## config.mk

```make
export PLATFORM = sky130hd
export DESIGN_NAME = reg_writeback_flat
export DESIGN_NICKNAME = d
export VERILOG_FILES = /design/src/rtl/reg_writeback_if.sv /design/src/rtl/reg_writeback.sv /design/src/flat_wrapper.sv
export SDC_FILE = /design/constraint.sdc
export NUM_CORES = 1
export LEC_CHECK = 0
export CORE_MARGIN = 8
export CORE_UTILIZATION = 50
export DETAILED_ROUTE_END_ITERATION = 7
export GPL_ROUTABILITY_DRIVEN = 0
export PLACE_DENSITY = 0.84
export SETUP_SLACK_MARGIN = 0.15
export SLEW_MARGIN = 20
export SYNTH_ARGS = -nofsm -noshare
export SYNTH_HDL_FRONTEND = slang
export SYNTH_SLANG_ARGS = --single-unit
```

## constraint.sdc

```tcl
create_clock -name clk -period 7.3 [get_ports clk]
set_input_delay 1.46 -clock clk [delete_from_list [all_inputs] [get_ports clk]]
set_output_delay 1.46 -clock clk [all_outputs]
set_load 0.05 [all_outputs]
```

## src/rtl/reg_writeback_if.sv

```systemverilog
// Writeback bus between the ALU/load units, the decoder busy query and the register file.
// master = producers/consumers around the block, slave = reg_writeback itself.
interface reg_writeback_if #(
  parameter int XLEN = 64
);
  logic                   alu_valid;
  logic [5:0]             alu_rd;
  logic signed [XLEN-1:0] alu_data;
  logic                   alu_ready;

  logic                   ld_valid;
  logic [5:0]             ld_rd;
  logic signed [XLEN-1:0] ld_data;
  logic                   ld_ready;

  logic                   flush;
  logic                   wb_hold;

  logic [5:0]             rd;
  logic signed [XLEN-1:0] wrt_data;
  logic                   RegWrite;

  logic [5:0]             rs1;
  logic [5:0]             rs2;
  logic                   busy_rs1;
  logic                   busy_rs2;

  logic [31:0]            wb_retired;

  modport master (
    output alu_valid, alu_rd, alu_data, ld_valid, ld_rd, ld_data,
           flush, wb_hold, rs1, rs2,
    input  alu_ready, ld_ready, rd, wrt_data, RegWrite,
           busy_rs1, busy_rs2, wb_retired
  );

  modport slave (
    input  alu_valid, alu_rd, alu_data, ld_valid, ld_rd, ld_data,
           flush, wb_hold, rs1, rs2,
    output alu_ready, ld_ready, rd, wrt_data, RegWrite,
           busy_rs1, busy_rs2, wb_retired
  );
endinterface

```

## src/rtl/reg_writeback.sv

```systemverilog
// Register writeback queue: merges ALU and load results into a small FIFO and
// issues at most one register-file write per cycle, with pending-write lookup for the decoder.
module reg_writeback #(
  parameter int DEPTH = 4,
  parameter int XLEN  = 64
) (
  input  logic           clk,
  input  logic           rst_n,
  reg_writeback_if.slave wb
);

  localparam int PTR_W = $clog2(DEPTH);
  localparam int CNT_W = PTR_W + 1;

  localparam logic [CNT_W-1:0] CNT_ZERO = '0;
  localparam logic [CNT_W-1:0] CNT_FULL = CNT_W'(DEPTH);
  localparam logic [CNT_W-1:0] CNT_LIM2 = CNT_W'(DEPTH - 2);

  localparam logic [1:0] S_EMPTY  = 2'd0;
  localparam logic [1:0] S_ACTIVE = 2'd1;
  localparam logic [1:0] S_FULL   = 2'd2;

  // x0 and the upper 32 addresses never reach the register file
  function automatic logic writable(input logic [5:0] r);
    return (r[4:0] != 5'd0) && !r[5];
  endfunction

  logic [PTR_W-1:0]       head_q, head_d, tail_q, tail_d, alu_slot;
  logic [CNT_W-1:0]       count_q, count_d;
  logic [1:0]             occ_q, occ_d;
  logic [5:0]             qrd_q   [DEPTH];
  logic signed [XLEN-1:0] qdata_q [DEPTH];

  logic [5:0]             rd_q;
  logic signed [XLEN-1:0] data_q;
  logic                   rw_q;
  logic [31:0]            ret_q;

  logic                   ld_rdy, alu_rdy, ld_enq, alu_enq, pop;
  logic                   busy1, busy2;
  logic [PTR_W-1:0]       idx;

  // Readiness looks only at the pre-edge occupancy, never at this cycle's pop
  always_comb begin
    ld_rdy   = rst_n & ~wb.flush & (occ_q != S_FULL);
    alu_rdy  = rst_n & ~wb.flush &
               (wb.ld_valid ? (count_q <= CNT_LIM2) : (occ_q != S_FULL));
    ld_enq   = wb.ld_valid  & ld_rdy  & writable(wb.ld_rd);
    alu_enq  = wb.alu_valid & alu_rdy & writable(wb.alu_rd);
    pop      = ~wb.flush & ~wb.wb_hold & (occ_q != S_EMPTY);
    alu_slot = tail_q + PTR_W'(ld_enq);

    if (wb.flush) begin
      head_d  = '0;
      tail_d  = '0;
      count_d = '0;
    end else begin
      head_d  = head_q + PTR_W'(pop);
      tail_d  = tail_q + PTR_W'(ld_enq) + PTR_W'(alu_enq);
      count_d = count_q + CNT_W'(ld_enq) + CNT_W'(alu_enq) - CNT_W'(pop);
    end

    if (count_d == CNT_ZERO)      occ_d = S_EMPTY;
    else if (count_d == CNT_FULL) occ_d = S_FULL;
    else                          occ_d = S_ACTIVE;
  end

  always_ff @(posedge clk) begin
    if (!rst_n) begin
      head_q  <= '0;
      tail_q  <= '0;
      count_q <= '0;
      occ_q   <= S_EMPTY;
      rw_q    <= 1'b0;
      rd_q    <= '0;
      data_q  <= '0;
      ret_q   <= '0;
    end else begin
      head_q  <= head_d;
      tail_q  <= tail_d;
      count_q <= count_d;
      occ_q   <= occ_d;
      rw_q    <= pop;
      if (pop) begin
        rd_q   <= qrd_q[head_q];
        data_q <= qdata_q[head_q];
        ret_q  <= ret_q + 32'd1;
      end
    end
  end

  // Load result takes the tail slot first when both ports enqueue together
  always_ff @(posedge clk) begin
    if (ld_enq) begin
      qrd_q[tail_q]   <= wb.ld_rd;
      qdata_q[tail_q] <= wb.ld_data;
    end
    if (alu_enq) begin
      qrd_q[alu_slot]   <= wb.alu_rd;
      qdata_q[alu_slot] <= wb.alu_data;
    end
  end

  always_comb begin
    busy1 = 1'b0;
    busy2 = 1'b0;
    idx   = '0;
    for (int i = 0; i < DEPTH; i++) begin
      idx = head_q + PTR_W'(i);
      if (CNT_W'(i) < count_q) begin
        if (qrd_q[idx] == wb.rs1) busy1 = 1'b1;
        if (qrd_q[idx] == wb.rs2) busy2 = 1'b1;
      end
    end
    // A write on the output stage is still in flight until the regfile samples it
    if (rw_q && rd_q == wb.rs1) busy1 = 1'b1;
    if (rw_q && rd_q == wb.rs2) busy2 = 1'b1;
  end

  assign wb.ld_ready   = ld_rdy;
  assign wb.alu_ready  = alu_rdy;
  assign wb.rd         = rd_q;
  assign wb.wrt_data   = data_q;
  assign wb.RegWrite   = rw_q;
  assign wb.wb_retired = ret_q;
  assign wb.busy_rs1   = busy1 & writable(wb.rs1);
  assign wb.busy_rs2   = busy2 & writable(wb.rs2);

endmodule

```

## src/flat_wrapper.sv

```systemverilog
// flat-port wrapper written by rule: the top's interface ports become plain ports
module reg_writeback_flat 
#(
  parameter int DEPTH = 4,
  parameter int XLEN  = 64
)
  (clk, rst_n, wb_alu_valid, wb_alu_rd, wb_alu_data, wb_ld_valid, wb_ld_rd, wb_ld_data, wb_flush, wb_wb_hold, wb_rs1, wb_rs2, wb_alu_ready, wb_ld_ready, wb_rd, wb_wrt_data, wb_RegWrite, wb_busy_rs1, wb_busy_rs2, wb_wb_retired);
  reg_writeback_if #(.XLEN(XLEN)) wb_i ();
  input  logic clk;
  input  logic rst_n;
  input wire logic [$bits(wb_i.alu_valid)-1:0] wb_alu_valid;
  input wire logic [$bits(wb_i.alu_rd)-1:0] wb_alu_rd;
  input wire logic [$bits(wb_i.alu_data)-1:0] wb_alu_data;
  input wire logic [$bits(wb_i.ld_valid)-1:0] wb_ld_valid;
  input wire logic [$bits(wb_i.ld_rd)-1:0] wb_ld_rd;
  input wire logic [$bits(wb_i.ld_data)-1:0] wb_ld_data;
  input wire logic [$bits(wb_i.flush)-1:0] wb_flush;
  input wire logic [$bits(wb_i.wb_hold)-1:0] wb_wb_hold;
  input wire logic [$bits(wb_i.rs1)-1:0] wb_rs1;
  input wire logic [$bits(wb_i.rs2)-1:0] wb_rs2;
  output wire logic [$bits(wb_i.alu_ready)-1:0] wb_alu_ready;
  output wire logic [$bits(wb_i.ld_ready)-1:0] wb_ld_ready;
  output wire logic [$bits(wb_i.rd)-1:0] wb_rd;
  output wire logic [$bits(wb_i.wrt_data)-1:0] wb_wrt_data;
  output wire logic [$bits(wb_i.RegWrite)-1:0] wb_RegWrite;
  output wire logic [$bits(wb_i.busy_rs1)-1:0] wb_busy_rs1;
  output wire logic [$bits(wb_i.busy_rs2)-1:0] wb_busy_rs2;
  output wire logic [$bits(wb_i.wb_retired)-1:0] wb_wb_retired;
  assign wb_i.alu_valid = wb_alu_valid;
  assign wb_i.alu_rd = wb_alu_rd;
  assign wb_i.alu_data = wb_alu_data;
  assign wb_i.ld_valid = wb_ld_valid;
  assign wb_i.ld_rd = wb_ld_rd;
  assign wb_i.ld_data = wb_ld_data;
  assign wb_i.flush = wb_flush;
  assign wb_i.wb_hold = wb_wb_hold;
  assign wb_i.rs1 = wb_rs1;
  assign wb_i.rs2 = wb_rs2;
  assign wb_alu_ready = wb_i.alu_ready;
  assign wb_ld_ready = wb_i.ld_ready;
  assign wb_rd = wb_i.rd;
  assign wb_wrt_data = wb_i.wrt_data;
  assign wb_RegWrite = wb_i.RegWrite;
  assign wb_busy_rs1 = wb_i.busy_rs1;
  assign wb_busy_rs2 = wb_i.busy_rs2;
  assign wb_wb_retired = wb_i.wb_retired;
  reg_writeback #(.DEPTH(DEPTH), .XLEN(XLEN)) u_core (.clk(clk), .rst_n(rst_n), .wb(wb_i));
endmodule
```

## Word-level counts from Yosys, hierarchy flattened

Memories as Yosys holds them, arrays and structs flattened. A register that Yosys moved wholly into a read port is not among the register bits.
Index checks and enable logic that the tools add are counted.

- Input bits: 158
- Bits in registers: 48
- Latch bits: 0
- RAM bits: 280
- Memory bits (read-only): 0
- Memories kept: 2
- Word-level logic and storage cells: 95

Memory list:

| name | depth | bits a word | read ports | clocked after memory_dff | wr ports | line | RTL |
|---|---|---|---|---|---|---|---|
| u_core.qdata_q | 4 | 64 | 1 | 1 | 2 | reg_writeback.sv:32 | `logic signed [XLEN-1:0] qdata_q [DEPTH];` |
| u_core.qrd_q | 4 | 6 | 4 | 1 | 2 | reg_writeback.sv:31 | `logic [5:0] qrd_q [DEPTH];` |

- Div/mod/pow operators: 0
- Magnitude comparators: 5
- Muxes and demuxes: 26
- Shifts and indexed selects: 0
- Multipliers: 0
- Reduce and logical (&&, ||, !) cells: 19
- Equal/unequal tests: 12
- $add $sub $neg: 10
- Bitwise operators: 14

Operator list:

| kind | number |
|---|---|
| $eq A6 B6 Y1 | 10 |
| $add A32 B1 Y32 const B | 1 |
| $mux W1 | 23 |
| $reduce_bool A5 Y1 | 4 |
| $and A1 B1 Y1 | 11 |
| $add A2 B1 Y2 | 3 |
| $add A3 B1 Y3 | 2 |
| $logic_and A1 B1 Y1 | 6 |
| $lt A1 B3 Y1 const A | 2 |
| $lt A2 B3 Y1 const A | 2 |
| $logic_not A1 Y1 | 5 |
| $add A2 B2 Y2 const B | 2 |
| $mux W2 | 2 |
| $reduce_or A2 Y1 | 2 |
| $eq A3 B3 Y1 const B | 1 |
| $le A3 B2 Y1 const B | 1 |
| $logic_not A3 Y1 | 1 |
| $mux W3 | 1 |
| $not A1 Y1 | 3 |
| $sub A3 B1 Y3 | 1 |
| $add A2 B1 Y2 const B | 1 |
| $ne A2 B2 Y1 const B | 1 |
| $reduce_bool A2 Y1 | 1 |

## Depth between registers and ports, before layout

Gate-level depths: netlist of run 1.

- Depth after elaboration: 11
- Mapped depth: 11
- Mapped depth without buffers: 10

## Worst setup path before layout of run 1

No wires, ideal clock.

- Kind: input port to flip-flop
- Start point: input wb_flush
- End point: memory u_core.qdata_q[3][0], enable pin
- Stages on the path: 10
- Data arrival time: 5.506 ns
- Path buffers: 2
- Slack: 1.364 ns
- Required time: 6.870 ns
- Library setup time: 0.430 ns
- Path through: nand2b_1 -> clkbuf_1 -> a21oi_1 -> o2111ai_1 -> inv_1 -> ha_1 -> xor2_1 -> nand3_1 -> buf_2 -> nand2_1

RTL lines:

| element | line | RTL |
|---|---|---|
| start, declared | flat_wrapper.sv:17 | `input wire logic [$bits(wb_i.flush)-1:0] wb_flush;` |
| end, declared | reg_writeback.sv:32 |  |

## Final worst setup path of run 1

- Start point: register u_core.head_q[0]
- End point: output wb_busy_rs1

- Longest elaborated chain between the ends: 11

Ends and longest elaborated chain:

| element | line | RTL |
|---|---|---|
| start, declared | reg_writeback.sv:28 | `logic [PTR_W-1:0] head_q, head_d, tail_q, tail_d, alu_slot;` |
| start signal, assigned | reg_writeback.sv:70 | `head_q <= '0;` |
| start signal, assigned | reg_writeback.sv:79 | `head_q <= head_d;` |
| $add A2 B1 Y2 | reg_writeback.sv:109 | `idx = head_q + PTR_W'(i);` |
| $mem_v2 Z4 W6 (*) | -- |  |
| $eq A6 B6 Y1 | reg_writeback.sv:111 | `if (qrd_q[idx] == wb.rs1) busy1 = 1'b1;` |
| $mux W1 | reg_writeback.sv:111 |  |
| $mux W1 | reg_writeback.sv:110 | `if (CNT_W'(i) < count_q) begin` |
| $mux W1 | reg_writeback.sv:111 |  |
| $mux W1 | reg_writeback.sv:110 |  |
| $mux W1 | reg_writeback.sv:111 |  |
| $mux W1 (*) | reg_writeback.sv:110 |  |
| $mux W1 (*) | reg_writeback.sv:116 | `if (rw_q && rd_q == wb.rs1) busy1 = 1'b1;` |
| $and A1 B1 Y1 (*) | reg_writeback.sv:126 | `assign wb.busy_rs1 = busy1 & writable(wb.rs1);` |
| end, declared | flat_wrapper.sv:26 | `output wire logic [$bits(wb_i.busy_rs1)-1:0] wb_busy_rs1;` |

Mark *: on every way between the ends. The rest lies on a longest branch, timed or not.

==> qor.txt, run 1 <==
PwrDens: 206 nW/um2
detailed-route via count: 12.4k
Routed Antenna Nets: 0
Std-Cell Rows: 72
postcts setup bufs: 0
Worst Tran Pin Value: 1.07 ns
fraction of layout instances using a drive strength above 1: 26.8%
commonest non-fill, non-tap cell in the layout: edfxtp_1
final setup vio count: 0
Final Total Pwr: 0.00493 W
Layout Skew: 0.0117 ns
CTS tree: yes
DR vias/cell: 5.73
period utilization: 80.9%
WHS Path Cells: 2
r2r endpoint: u_core.qdata_q[1][52]
top post-synthesis cells by area: edfxtp_1 (43%), mux2_2 (16%), dfxtp_1 (12%)
global-route wire length before repair: 76000 um
DR pass1 iterations: 5
RSZ-0062 raised after global routing: no
Worst-Skew Late Latency: 0.55 ns
flop2flop setup slack: 3.14 ns
total track usage: 21.6%
dpl ws: 1.46 ns
area delta synth->final: 23.4%
pin count of the biggest net entering global routing: 104
initial antenna violation count: 8
Worst-path clk slew: 0.06 ns
die area: 45300 um2
wire per inst: 22.7 um
Mapped Nets: 1549
WHS: 0.466 ns
hold endpoint: u_core.wb.wrt_data[58]
H-tree levels: 2
Slew HR: 28.3%
yosys warns: 0
#FFs+latches synth: 392
Post-synth EDFFs: 280
Final Hold Fails: 0
final wirelength: 49400 um
synthesized area: 19400 um2
core area: 38500 um2
kind of critical path: reg -> out
Die Width: 213 um
CTS hold repair buffers: 0
NumNets Final: 1783
Initial Util: 50.3%
total gr overflow: 0
Final Max Tran Viols: 0
final critical-path required period: 5.90 ns
startpoint types: flip-flop
Max IR drop VDD: 0.000161 V
Top-Level Pins: 265
HPWL Detailed: 30500 um
Crit. End Element: output port
critical hold path startpoint: u_core.wb.wrt_data[58]
height of the die: 213 um
CTS Buf Count: 43
ys async rst share: 0%
count of input and output buffers: 264
max-cap violation count: 0
# DRC: 0
Synth cell types: 58
clk root buf: clkbuf_16
Post-synth top flop: edfxtp_1
post-cts sizing count: 0
fmax: 169 MHz
RR Startpoint: u_core.count_q[2]
Pleak: 7.68 nW
WP data arrival: 4.44 ns
1st-iter DRT viols: 902
commonest non-fill, non-tap cells in the layout: edfxtp_1 (280), mux2_2 (269), clkdlybuf4s50_1 (263)
Reg2Reg Depth: 9
CP Max Fanout: 59
Mapped Cells: 1382
CTS max path bufs: 3
setup TNS: 0 ns
final worst setup slack: 1.40 ns
Synth top area share: 43.4%
vias in the first global route: 13.2k
synthesized area per cell: 14.0 um2
post-synthesis sequential area ratio: 55.0%
clk sinks: 392
worst path required time: 5.84 ns
status: finished, final reports clean
hold crit path type: reg -> reg
dominant cell type by area after synthesis: edfxtp_1
-- synth_stat cells, types with 4 or more instances --
cell / instances
edfxtp_1: 280
mux2_2: 269
nand2_1: 158
dfxtp_1: 112
a21boi_0: 77
mux4_2: 72
buf_2: 45
xnor2_1: 43
xor2_1: 38
clkbuf_1: 35
nor2_1: 27
mux2i_1: 26
and2_1: 23
inv_1: 22
nand4_1: 13
nand3_1: 11
nor4_1: 11
buf_1: 10
o21ai_0: 10
mux2_1: 9
ha_1: 7
nor3_1: 7
or3_1: 7
mux4_1: 6
nor2b_1: 6
or4_1: 6
a211oi_1: 5
a21oi_1: 4
and3_1: 4
-- power breakdown --
part           switching [W]  internal (W)  total [W]
Sequential        0.00000978       0.00241    0.00242
Combinational       0.000157      0.000188   0.000345
Clock               0.000871       0.00129    0.00216
-- cells by family after synthesis --
group,share of synthesized area (%)
AOI/OAI and AO/OA,4.59
xor gates and xnor gates,3.66
adders and majority gates,0.659
buffers and inverters,2.58
DFF,55.0
muxes,26.7
and+or+nand+nor,6.82
-- through the flow --
step,instance area (um2),utilization (%),std cells
floorplan,19400,-,1382
global placement,22500,58.4,2089
detailed placement,22500,58.4,2089
CTS,23900,62.1,2166
global route,23900,62.1,2170
finish,23900,62.1,2170
-- routing by layer --
| metal | vias to the layer above | track usage, % | routed length, um |
|---|---|---|---|
| met3 | 77 | 4.77 | 3590 |
| li1 | 5676 | - | - |
| met5 | - | 0 | 69 |
| met1 | 6233 | 27.7 | 20400 |
| met2 | 442 | 36.3 | 24200 |
| met4 | 10 | 6.81 | 1090 |
-- flip-flops by register name (all words and copies together) (netlist names) --
signal,count
u_core.count_q,3
u_core.wb.wrt_data,64
u_core.tail_q,2
u_core.occ_q,2
u_core.wb.rd,6
u_core.wb.RegWrite,1
u_core.head_q,2
u_core.qdata_q,256
u_core.wb.wb_retired,32
u_core.qrd_q,24
-- worst max path at each step --
stage | start | slack, ns | cells past startpoint | endpoint
final | u_core.head_q[0] | 1.40 | 7 | wb_busy_rs1
after global routing | u_core.head_q[0] | 1.17 | 7 | wb_busy_rs1
after CTS | u_core.head_q[0] | 1.35 | 7 | wb_busy_rs1
after detailed placement | wb_ld_rd[0] | 1.46 | 9 | u_core.qdata_q[3][52]
after global placement | wb_ld_rd[0] | 1.55 | 9 | u_core.qdata_q[3][52]
after floorplan | wb_flush | 1.36 | 10 | u_core.qdata_q[3][0]
-- critical path: stages, from the launching register on --
cell	delay [ns]
dfxtp_4	0.96
mux4_1	0.77
xor2_1	0.18
or4_1	0.40
nor4_1	0.28
a211oi_1	0.09
a221oi_2	0.26
clkdlybuf4s50_1	0.85
-- cell type report --
| cell class | instances | area, um2 |
|---|---|---|
| clock buffers | 57 | 1230 |
| well taps | 518 | 648 |
| clock inverters | 20 | 180 |
| fillers | 2847 | 14600 |
| multi-input cells | 875 | 8290 |
| inverters | 23 | 87.6 |
| flip-flops and latches | 392 | 10700 |
| diodes | 4 | 10.0 |
| repair buffers | 281 | 2790 |
Power figures use the tool's default switching activity.
==> run 2: changes to the inputs <==
- PLACE_DENSITY: 0.84 -> 0.87
- clock period: 7.3 -> 4.7 ns (I/O delays scaled with it)
==> qor.txt, run 2 (synthesis results as in run 1) <==
max-cap violation count: 0 (unchanged)
CTS hold repair buffers: 0 (unchanged)
Worst-path clk slew: 0.06 ns (about the same)
commonest non-fill, non-tap cells in the layout: edfxtp_1 (280), mux2_2 (269), clkdlybuf4s50_1 (260) (was edfxtp_1 (280), mux2_2 (269), clkdlybuf4s50_1 (263))
final worst setup slack: 0.304 ns (was 1.40 ns)
Std-Cell Rows: 72 (unchanged)
Worst Tran Pin Value: 1.05 ns (was 1.07 ns)
detailed-route via count: 12.6k (was 12.4k)
CTS Buf Count: 41 (was 43)
core area: 38500 um2 (unchanged)
startpoint types: flip-flop (unchanged)
fraction of layout instances using a drive strength above 1: 27.6% (was 26.8%)
initial antenna violation count: 10 (was 8)
Clock Power Share: 43.3% (was 43.9%)
Pleak: 7.82 nW (was 7.68 nW)
post-cts sizing count: 0 (unchanged)
Final Hold Fails: 0 (unchanged)
CTS tree: yes (unchanged)
Initial Util: 50.3% (unchanged)
clk root buf: clkbuf_16 (unchanged)
die area: 45300 um2 (unchanged)
H-tree levels: 2 (unchanged)
Layout Skew: 0.0203 ns (was 0.0117 ns)
Die Width: 213 um (unchanged)
final setup vio count: 0 (unchanged)
Slew HR: 30.2% (was 28.3%)
1st-iter DRT viols: 883 (was 902)
kind of critical path: reg -> out (unchanged)
sw power: 0.00158 W (was 0.00104 W)
area delta synth->final: 24.9% (was 23.4%)
hold crit path type: reg -> reg (unchanged)
vias in the first global route: 13.2k (about the same)
DR pass1 iterations: 5 (unchanged)
total track usage: 21.5% (was 21.6%)
Top-Level Pins: 265 (unchanged)
global-route wire length before repair: 75800 um (was 76000 um)
HPWL Detailed: 31800 um (was 30500 um)
Max IR drop VDD: 0.000233 V (was 0.000161 V)
Switching Fraction: 20.9% (was 21.1%)
WHS: 0.463 ns (was 0.466 ns)
RSZ-0062 raised after global routing: no (unchanged)
worst path required time: 3.76 ns (was 5.84 ns)
multi-input combinational cell area: 8290 um2 (about the same)
fillers: 2860 (was 2847)
NumNets Final: 1801 (was 1783)
internal power: 0.00600 W (was 0.00389 W)
Crit. End Element: output port (unchanged)
total gr overflow: 0 (unchanged)
clk sinks: 392 (unchanged)
CTS max path bufs: 3 (unchanged)
status: finished, final reports clean (unchanged)
PwrDens: 314 nW/um2 (was 206 nW/um2)
dpl ws: 0.173 ns (was 1.46 ns)
postcts setup bufs: 0 (unchanged)
Worst-Skew Late Latency: 0.56 ns (was 0.55 ns)
number of flip-flops in the largest register: 256 (unchanged)
sequential cell area: 10700 um2 (unchanged)
fmax: 227 MHz
wire per inst: 22.6 um (was 22.7 um)
Final Max Tran Viols: 0 (unchanged)
WP data arrival: 3.46 ns (was 4.44 ns)
height of the die: 213 um (unchanged)
CP Max Fanout: 33 (was 59)
final critical-path required period: 4.40 ns
period utilization: 93.5%
Seq pwr share: 49.5% (was 49.1%)
setup TNS: 0 ns (unchanged)
most flop-heavy register: u_core.qdata_q (unchanged)
pin count of the biggest net entering global routing: 104 (unchanged)
# DRC: 0 (unchanged)
commonest non-fill, non-tap cell in the layout: edfxtp_1 (unchanged)
DR vias/cell: 5.75 (was 5.73)
Routed Antenna Nets: 0 (unchanged)
count of input and output buffers: 264 (unchanged)
final wirelength: 49300 um (was 49400 um)
combinational group share of total power: 7.2% (was 7.0%)
## run 2: changes by cell type in the layout (fill, tap and decap cells not counted), moves of 2 or more
cell	change
buf_12	+15
buf_4	+7
clkbuf_1	+4
clkbuf_16	-4
clkbuf_8	+2
clkdlybuf4s50_1	-3
clkinvlp_4	-2
## run 2: stage by stage
stage                     instances  util [%]  power (W)  instance area [um2]
final                          2187      62.9    0.00758                24200
after global routing           2185      62.9    0.00781                24200
after global placement         2108      59.3    0.00435                22800
after floorplan                1382         -    0.00410                19400
after CTS                      2183      62.8    0.00765                24200
after detailed placement       2108      59.3    0.00437                22800
## run 2: final cells by class
cell class / instances / area share [%]
diodes: 3 / 0.0310
clock buffers: 59 / 4.86
clock inverters: 16 / 0.776
inverters: 23 / 0.362
multi-input cells: 875 / 34.3
flip-flops and latches: 392 / 44.1
well taps: 518 / 2.68
repair buffers: 301 / 12.9
## run 2: worst paths after layout
path | start | endpoint | slack (ns) | depth (start not counted)
worst max-delay path | u_core.head_q[1] | wb_busy_rs1 | 0.30 | 8
worst min-delay path | u_core.wb.wrt_data[30] | u_core.wb.wrt_data[30] | 0.46 | 2
worst max register to register | u_core.count_q[2] | u_core.qrd_q[1][2] | 1.20 | 9
worst min register to register | u_core.wb.wrt_data[30] | u_core.wb.wrt_data[30] | 0.46 | 2
## run 2: power by group through the flow
| stage | logic, W | registers (W) | clock network (W) |
|---|---|---|---|
| 4_1_cts | 0.000550 | 0.00375 | 0.00335 |
| 5_1_grt | 0.000588 | 0.00375 | 0.00347 |
| 6_report | 0.000549 | 0.00375 | 0.00328 |
| 2_1_floorplan | 0.000255 | 0.00384 | 0 |
| 3_3_place_gp | 0.000528 | 0.00382 | 0 |
| 3_5_place_dp | 0.000544 | 0.00383 | 0 |
## run 2: metal layers
| metal | wire length, um | share of wire [%] | vias to the layer above | GRT usage (%) |
|---|---|---|---|---|
| met3 | 3700 | 7.5 | 105 | 5.46 |
| met1 | 20200 | 41 | 6290 | 27.2 |
| met2 | 24100 | 49 | 445 | 36.2 |
| met4 | 1250 | 2.5 | 16 | 6.71 |
| li1 | - | - | 5728 | - |
| met5 | 105 | 0.21 | - | 0 |
## run 2: worst max-delay path, cell delays in order (launching register included)
cell and delay [ns]:
dfxtp_4 0.65, buf_4 0.33, mux4_2 0.58, xnor2_1 0.25
nand4_1 0.13, nor4_1 0.32, nor2_1 0.11, a221oi_2 0.35
buf_12 0.18
==> run 3: changes to the inputs <==
- SETUP_SLACK_MARGIN: 0.15 -> 0.02
- SKIP_CTS_REPAIR_TIMING: unset -> 1
- SKIP_LAST_GASP: unset -> 1
==> qor.txt, run 3 (synthesis results as in run 1) <==
period utilization: 95.5% (was 93.5%)
total gr overflow: 0 (unchanged)
detailed-route via count: 12.6k (about the same)
internal power: 0.00600 W (about the same)
Finished Layout Cells: 2186 (was 2187)
sw power: 0.00159 W (was 0.00158 W)
Routed Antenna Nets: 0 (unchanged)
CP max-delay cell: mux4_1 (was dfxtp_4)
Seq pwr share: 49.5% (about the same)
status: finished, final reports clean (unchanged)
critical hold path startpoint: u_core.wb.wrt_data[30] (unchanged)
hold crit path type: reg -> reg (unchanged)
H-tree levels: 2 (unchanged)
fmax: 223 MHz (was 227 MHz)
WP data arrival: 3.55 ns (was 3.46 ns)
CP bufs+invs: 2 (unchanged)
global-route wire length before repair: 75800 um (unchanged)
initial antenna violation count: 10 (unchanged)
Max IR drop VDD: 0.000233 V (about the same)
DR pass1 iterations: 5 (unchanged)
RR Startpoint: u_core.count_q[2] (unchanged)
startpoint types: flip-flop (unchanged)
1st-iter DRT viols: 852 (was 883)
worst path required time: 3.76 ns (about the same)
commonest non-fill, non-tap cells in the layout: edfxtp_1 (280), mux2_2 (269), clkdlybuf4s50_1 (260) (unchanged)
Top-Level Pins: 265 (unchanged)
Layout Skew: 0.0191 ns (was 0.0203 ns)
Final Max Tran Viols: 0 (unchanged)
# DRC: 0 (unchanged)
height of the die: 213 um (unchanged)
r2r endpoint: u_core.qrd_q[1][2] (unchanged)
combinational group share of total power: 7.2% (about the same)
final critical-path required period: 4.49 ns (was 4.40 ns)
count of input and output buffers: 264 (unchanged)
kind of critical path: reg -> out (unchanged)
clk root buf: clkbuf_16 (unchanged)
flop2flop setup slack: 1.18 ns (was 1.20 ns)
Pleak: 7.82 nW (about the same)
Switching Fraction: 20.9% (about the same)
total track usage: 21.5% (unchanged)
setup TNS: 0 ns (unchanged)
hold endpoint: u_core.wb.wrt_data[30] (unchanged)
routed length on met3: 3580 um (was 3700 um)
Slew HR: 29.9% (was 30.2%)
NumNets Final: 1800 (was 1801)
met1 WL: 20300 um (was 20200 um)
placed cell area: 22800 um2 (unchanged)
top sig layer: met5 (unchanged)
CTS Buf Count: 41 (unchanged)
family with the most delay on the worst path: multiplexers (was flip-flops)
RSZ-0062 raised after global routing: no (unchanged)
number of flip-flops in the largest register: 256 (unchanged)
clk sinks: 392 (unchanged)
fin area: 24200 um2 (about the same)
wire per inst: 22.6 um (about the same)
final wirelength: 49300 um (about the same)
area delta synth->final: 24.8% (was 24.9%)
core area: 38500 um2 (unchanged)
DR vias/cell: 5.74 (was 5.75)
HPWL Detailed: 31800 um (unchanged)
Crit. End Element: output port (unchanged)
Worst-path clk slew: 0.06 ns (about the same)
Die Width: 213 um (unchanged)
# placed instances: 2108 (unchanged)
final setup vio count: 0 (unchanged)
Std-Cell Rows: 72 (unchanged)
fraction of layout instances using a drive strength above 1: 27.6% (about the same)
most flop-heavy register: u_core.qdata_q (unchanged)
die area: 45300 um2 (unchanged)
slowest stage delay, CP: 0.66 ns (was 0.65 ns)
commonest non-fill, non-tap cell in the layout: edfxtp_1 (unchanged)
CP Max Fanout: 34 (was 33)
Worst-Skew Late Latency: 0.56 ns (about the same)
CTS tree: yes (unchanged)
met2 wire length: 24100 um (about the same)
PwrDens: 314 nW/um2 (about the same)
Reg2Reg Depth: 9 (unchanged)
Final Core Density: 62.8% (was 62.9%)
vias in the first global route: 13.2k (unchanged)
Clock Power Share: 43.3% (about the same)
CTS max path bufs: 3 (unchanged)
pin count of the biggest net entering global routing: 104 (unchanged)
critical-path cell list: buf_4 > mux4_1 > xnor2_1 > nand4_1 > nor4_1 > a211oi_1 > a221oi_2 > buf_12 (was buf_4 > mux4_2 > xnor2_1 > nand4_1 > nor4_1 > nor2_1 > a221oi_2 > buf_12)
max-cap violation count: 0 (unchanged)
Worst Tran Pin Value: 1.05 ns (about the same)
WHS Path Cells: 2 (unchanged)
Initial Util: 50.3% (unchanged)
Final Hold Fails: 0 (unchanged)
==> run 3: cell types whose count changed in the layout (fill, tap and decap cells not counted), sizes merged <==
cell	previous run	this run
buf	41	40
==> run 3: power by group through the flow <==
stage	Clock [W]	Sequential, W	Combinational [W]
2_1_floorplan	0	0.00384	0.000255
3_5_place_dp	0	0.00383	0.000544
6_report	0.00328	0.00375	0.000550
4_1_cts	0.00335	0.00375	0.000550
5_1_grt	0.00347	0.00375	0.000587
3_3_place_gp	0	0.00382	0.000528
==> run 3: how the worst max path moves through the flow <==
stage	start	end	cells past startpoint
3_5_place_dp	wb_ld_rd[0]	u_core.qrd_q[1][2]	10
2_1_floorplan	wb_flush	u_core.qdata_q[1][0]	11
3_3_place_gp	wb_ld_rd[0]	u_core.qrd_q[1][2]	10
6_report	u_core.head_q[0]	wb_busy_rs1	8
5_1_grt	u_core.head_q[0]	wb_busy_rs1	8
4_1_cts	u_core.head_q[0]	wb_busy_rs1	8
==> run 3: tightest hold or removal path: cells and delay by family, from the launching register on <==
family | cells | cell delay [ns]
AO/OA/AOI/OAI | 1 | 0.06
flip-flops | 1 | 0.30
AND/OR/NAND/NOR | 1 | 0.05
==> run 3: layout make-up <==
type / count / area, um2
fill: 2861 / 14300
sequential: 392 / 10700
multi-input combinational: 875 / 8290
timing repair buffer: 300 / 3120
clock buffer: 59 / 1170
tap: 518 / 648
clock inverter: 16 / 188
inverter: 23 / 87.6
antenna: 3 / 7.51
==> run 3: routing by layer <==
| metal | track usage, % | vias to the layer above |
|---|---|---|
| met5 | 0 | - |
| met1 | 27.2 | 6292 |
| li1 | - | 5725 |
| met4 | 6.71 | 16 |
| met2 | 36.2 | 418 |
| met3 | 5.46 | 99 |
==> run 3: stage by stage <==
stage                     worst slack [ns]  total power, W  hold WS, ns
after global routing                0.0338         0.00781        0.486
after detailed placement             0.173         0.00437        0.460
after floorplan                      0.347         0.00410        0.578
final                                0.210         0.00759        0.463
after global placement               0.276         0.00435        0.456
after CTS                            0.154         0.00765        0.468
